==> src/rtl/lfsr_word_harvester.sv <==
// Harvests the MSB of a Galois LFSR into packed words and buffers them in a small FIFO.
// Optional all-zero lock-up detection is enabled by defining LFSR_STUCK_DETECT_EN.
module lfsr_word_harvester #(
    parameter int unsigned NBITS     = 16,
    parameter int unsigned WORD_BITS = 8,
    parameter int unsigned DECIMATE  = 1,
    parameter int unsigned DEPTH     = 4
) (
    input  logic                         clk,
    input  logic                         reset,
    input  logic                         run,
    input  logic [NBITS-1:0]             lfsr_in,
    output logic                         lfsr_en,
    output logic [WORD_BITS-1:0]         out_data,
    output logic                         out_valid,
    input  logic                         out_ready,
    output logic [$clog2(DEPTH+1)-1:0]   level,
    output logic                         stuck
);

    localparam int unsigned PW = $clog2(DEPTH);
    localparam int unsigned LW = $clog2(DEPTH + 1);
    localparam int unsigned BW = $clog2(WORD_BITS + 1);
    localparam int unsigned DW = (DECIMATE > 1) ? $clog2(DECIMATE) : 1;

    localparam logic [DW-1:0] DLast = DW'(DECIMATE - 1);
    localparam logic [BW-1:0] BLast = BW'(WORD_BITS - 1);
    localparam logic [LW-1:0] LFull = LW'(DEPTH);

    typedef enum logic [1:0] {StIdle, StShift, StPush} state_e;

    state_e                 state_q, state_d;
    logic [BW-1:0]          bcnt_q, bcnt_d;
    logic [DW-1:0]          dcnt_q, dcnt_d;
    logic [WORD_BITS-1:0]   sr_q, sr_d;
    logic                   stuck_q, stuck_d;
    logic [WORD_BITS-1:0]   mem_q [DEPTH];
    logic [WORD_BITS-1:0]   mem_d [DEPTH];
    logic [PW-1:0]          wr_ptr_q, wr_ptr_d;
    logic [PW-1:0]          rd_ptr_q, rd_ptr_d;
    logic [LW-1:0]          level_q, level_d;

    logic push;
    logic pop;
    logic zero_hit;
    logic not_empty;

`ifdef LFSR_STUCK_DETECT_EN
    assign zero_hit = (lfsr_in == '0);
    assign stuck    = stuck_q;
`else
    logic unused_lfsr_low;
    assign unused_lfsr_low = ^lfsr_in[NBITS-2:0];
    assign zero_hit        = 1'b0;
    assign stuck           = 1'b0;
`endif

    assign not_empty = (level_q != '0);
    assign pop       = not_empty & out_ready;

    always_comb begin
        state_d = state_q;
        bcnt_d  = bcnt_q;
        dcnt_d  = dcnt_q;
        sr_d    = sr_q;
        stuck_d = stuck_q;
        push    = 1'b0;
        unique case (state_q)
            StIdle: begin
                if (run && !stuck_q) begin
                    state_d = StShift;
                end
            end
            StShift: begin
                if (!run) begin
                    state_d = StIdle;
                    bcnt_d  = '0;
                    dcnt_d  = '0;
                    sr_d    = '0;
                end else if (dcnt_q == DLast) begin
                    dcnt_d = '0;
                    if (zero_hit) begin
                        // A locked-up LFSR would only ever yield zeros; abandon the word.
                        stuck_d = 1'b1;
                        state_d = StIdle;
                        bcnt_d  = '0;
                        sr_d    = '0;
                    end else begin
                        sr_d = {sr_q[WORD_BITS-2:0], lfsr_in[NBITS-1]};
                        if (bcnt_q == BLast) begin
                            bcnt_d  = '0;
                            state_d = StPush;
                        end else begin
                            bcnt_d = bcnt_q + 1'b1;
                        end
                    end
                end else begin
                    dcnt_d = dcnt_q + 1'b1;
                end
            end
            StPush: begin
                // A full FIFO still has room if the head is popped this same cycle.
                if ((level_q != LFull) || pop) begin
                    push    = 1'b1;
                    state_d = run ? StShift : StIdle;
                end
            end
            default: state_d = StIdle;
        endcase
    end

    always_comb begin
        mem_d    = mem_q;
        wr_ptr_d = wr_ptr_q;
        rd_ptr_d = rd_ptr_q;
        level_d  = level_q;
        if (push) begin
            mem_d[wr_ptr_q] = sr_q;
            wr_ptr_d        = wr_ptr_q + 1'b1;
        end
        if (pop) begin
            rd_ptr_d = rd_ptr_q + 1'b1;
        end
        unique case ({push, pop})
            2'b10:   level_d = level_q + 1'b1;
            2'b01:   level_d = level_q - 1'b1;
            default: level_d = level_q;
        endcase
    end

    always_ff @(posedge clk) begin
        if (reset) begin
            state_q  <= StIdle;
            bcnt_q   <= '0;
            dcnt_q   <= '0;
            sr_q     <= '0;
            stuck_q  <= 1'b0;
            mem_q    <= '{default: '0};
            wr_ptr_q <= '0;
            rd_ptr_q <= '0;
            level_q  <= '0;
        end else begin
            state_q  <= state_d;
            bcnt_q   <= bcnt_d;
            dcnt_q   <= dcnt_d;
            sr_q     <= sr_d;
            stuck_q  <= stuck_d;
            mem_q    <= mem_d;
            wr_ptr_q <= wr_ptr_d;
            rd_ptr_q <= rd_ptr_d;
            level_q  <= level_d;
        end
    end

    assign lfsr_en   = (state_q == StShift) && !reset;
    assign out_valid = not_empty;
    assign out_data  = not_empty ? mem_q[rd_ptr_q] : '0;
    assign level     = level_q;

endmodule

==> config.mk <==
export PLATFORM = sky130hd
export DESIGN_NAME = lfsr_word_harvester
export DESIGN_NICKNAME = d
export VERILOG_FILES = /design/src/rtl/lfsr_word_harvester.sv
export SDC_FILE = /design/constraint.sdc
export NUM_CORES = 1
export LEC_CHECK = 0
export CAP_MARGIN = 20
export CORE_UTILIZATION = 58
export DETAILED_ROUTE_END_ITERATION = 16
export PLACE_DENSITY = 0.95
export SYNTH_ARGS = -nofsm -noshare
export SYNTH_HDL_FRONTEND = slang
export SYNTH_SLANG_ARGS = --single-unit
==> constraint.sdc <==
create_clock -name clk -period 8.7 [get_ports clk]
set_input_delay 2.61 -clock clk [delete_from_list [all_inputs] [get_ports clk]]
set_output_delay 2.61 -clock clk [all_outputs]
set_load 0.02 [all_outputs]
==> metrics.yaml <==
status:
  status: "complete, no violations"
cells_and_area:
  drive_gt1_frac: 0.0933
  layout.nets: 294
  antenna_cells: 0
  areaGrowthSynthToFinish_pct: 10.8
logic_synthesis:
  syn_area_mm2: 0.00246
  synthArstFlopShare: 0
  synth_commonest_cells: "nand2_1, dfxtp_1, mux2i_1"
  ys_types: 38
  synthFlopType: "dfxtp_1"
  post-synth-top-area-cell: "dfxtp_1"
  synth_top_cell_area_share: 0.430
  yosysWarnings: 0
  yosysMostFrequentCell: "nand2_1"
  synth_area_leaders: "dfxtp_1, mux2i_1, nand2_1, mux4_2, a21oi_1"
  yosysSeqAreaShare: 0.430
  synth_seq_cells: 53
  synth_nets: 285
  synth_edf_count: 0
  syn_inst: 258
  synth.avg_cell_area_um2: 9.55
clock_tree:
  clkSinkCount: 53
  cts_tree: "yes"
  clk_latency_ns: 0.32
  postCtsSetupBuffers: 0
  htree_levels: 2
  cts_resized: 0
  path_clk_slew_ns: 0.09
  cts_root_buf: "clkbuf_8"
  cts_hold_buf: 0
  clk_path_buf_depth: 2
  numCtsBuffers: 5
power_and_ir_drop:
  cellPowerDensity_mw_per_mm2: 156
  power_w: 0.000425
  irDropWorstVdd_mv: 0.111
  p_leak_nw: 1.07
place:
  hpwlAfterDp_um: 3170
  gp_congestion: 0.749
  portBuffers: 17
detailed_routing:
  totalWireLength_um: 4870
  wl_met3_um: 285
  wl_met1_um: 2120
  dr_total_vias: 1816
  drt_iter0_drc: 86
  drc_errors: 0
  top_layer: "met4"
  wire_per_inst_um: 15.3
  firstDrtPassIters: 4
  dr_wl_met2_um: 2350
  via_per_inst: 5.71
  antenna_left: 0
critical_path:
  crit_type: "input port to primary output"
  crit_arrival_ns: 4.30
  endpoint_kind: "primary output"
  setup.worst_path.start_class: "input port"
  rr_worst_depth: 9
  reg2reg_to: "level[2]"
  rrSetupSlack_ns: 5.96
  cp.required_ns: 6.09
  crit_start: "reset"
  reg2reg_from: "level[0]"
  cp_max_fo: 21
floorplan:
  die-height_um: 67.2
  rows: 23
  ioPinCount: 34
  dieArea_mm2: 0.00451
  coreArea_mm2: 0.00403
  start_util: 0.612
  die_x_um: 67.2
worst_hold_path:
  worstHoldStart: "mem_q[8]"
  hp-class: "flip-flop to flip-flop"
  min_to: "mem_q[8]"
  min_path_cells: 2
global_route:
  grt_use_total: 0.238
  grt_max_degree: 36
  grt_pass1_vias: 1668
  grt_overflow: 0
  grt_pass1_wl_um: 7730
  antenna_found_initial: 0
sta:
  finalCriticalPeriod_ns: 6.91
  slew_violations: 0
  fmax_mhz: 145
  maxSlewHeadroom: 0.453
  tightest_slew_ns: 0.818
  period_share: 0.795
  fin_setup_tns_ns: 0
  rsz0062_at_grt: "no"
  setup_violations: 0
  hold_viol: 0
  skew_ns: 0.00711
job:
  max_cap_violations: 0
## critical path, stage by stage
cell and delay [ns]:
clkdlybuf4s50_1 0.82, nor2_1 0.24, clkdlybuf4s50_1 0.62
## layout make-up
class	count	area, µm²
Sequential cell	53	1060
Inverter	9	33.8
Clock inverter	2	38.8
Tap cell	50	62.6
Multi-Input combinational cell	179	1280
Timing Repair Buffer	19	185
Clock buffer	6	72.6
Fill cell	306	1300
## layout by cell type (no fill, tap or decap), types with 5 or more instances in the layout
master           count
nor2_1               7
ha_1                 6
mux4_2               8
inv_1                8
nand3_1             11
nand2_1             54
a21oi_1             15
mux2i_1             32
clkbuf_8             5
clkdlybuf4s50_1     17
nor2b_1             11
dfxtp_1             53
## registers in the layout, summed over array words and instances, names as in the netlist
name,count
state_q,2
level,3
wr_ptr_q,2
bcnt_q,4
mem_q,32
sr_q,8
rd_ptr_q,2
## metrics by stage
step / util / cells / setup WS, ns / hold WS, ns / instance area, µm²
3_3_place_gp: 0.650 / 310 / 1.82 / 0.441 / 2620
2_1_floorplan: - / 258 / 2.99 / 0.432 / 2460
4_1_cts: 0.678 / 318 / 1.80 / 0.465 / 2730
5_1_grt: 0.678 / 318 / 1.74 / 0.479 / 2730
6_report: 0.678 / 318 / 1.79 / 0.463 / 2730
3_5_place_dp: 0.650 / 310 / 1.81 / 0.452 / 2620
## cells by family (layout without fill, tap and decap cells)
group | after synthesis | count (layout) | share of synthesized area
xor+xnor | 3 | 3 | 0.0107
buf+inv | 26 | 36 | 0.0513
other cells | 1 | 1 | 0.00152
fa+ha+maj | 7 | 7 | 0.0386
compound gates | 24 | 24 | 0.0548
simple gates | 104 | 104 | 0.210
mux | 40 | 40 | 0.203
flops | 53 | 53 | 0.430
## metal layers
metal	global-route usage	vias up
met2	0.389	58
li1	-	893
met5	0	-
met4	0.128	0
met3	0.0473	10
met1	0.295	855
## worst max path at each step
stage / endpoint / slack [ns]
global route: lfsr_en / 1.74
global placement: lfsr_en / 1.82
floorplan: lfsr_en / 2.99
finish: lfsr_en / 1.79
CTS: lfsr_en / 1.80
detailed placement: lfsr_en / 1.81
## power breakdown
part           switching (W)  leakage [nW]   total, W  internal, W
Clock              0.0000821        0.0554   0.000168    0.0000864
Combinational     0.00000913         0.590  0.0000125   0.00000341
Sequential       0.000000787         0.427   0.000244     0.000243
Total              0.0000920          1.07   0.000425     0.000333
Note: power is estimated with default switching activity, not from simulation.
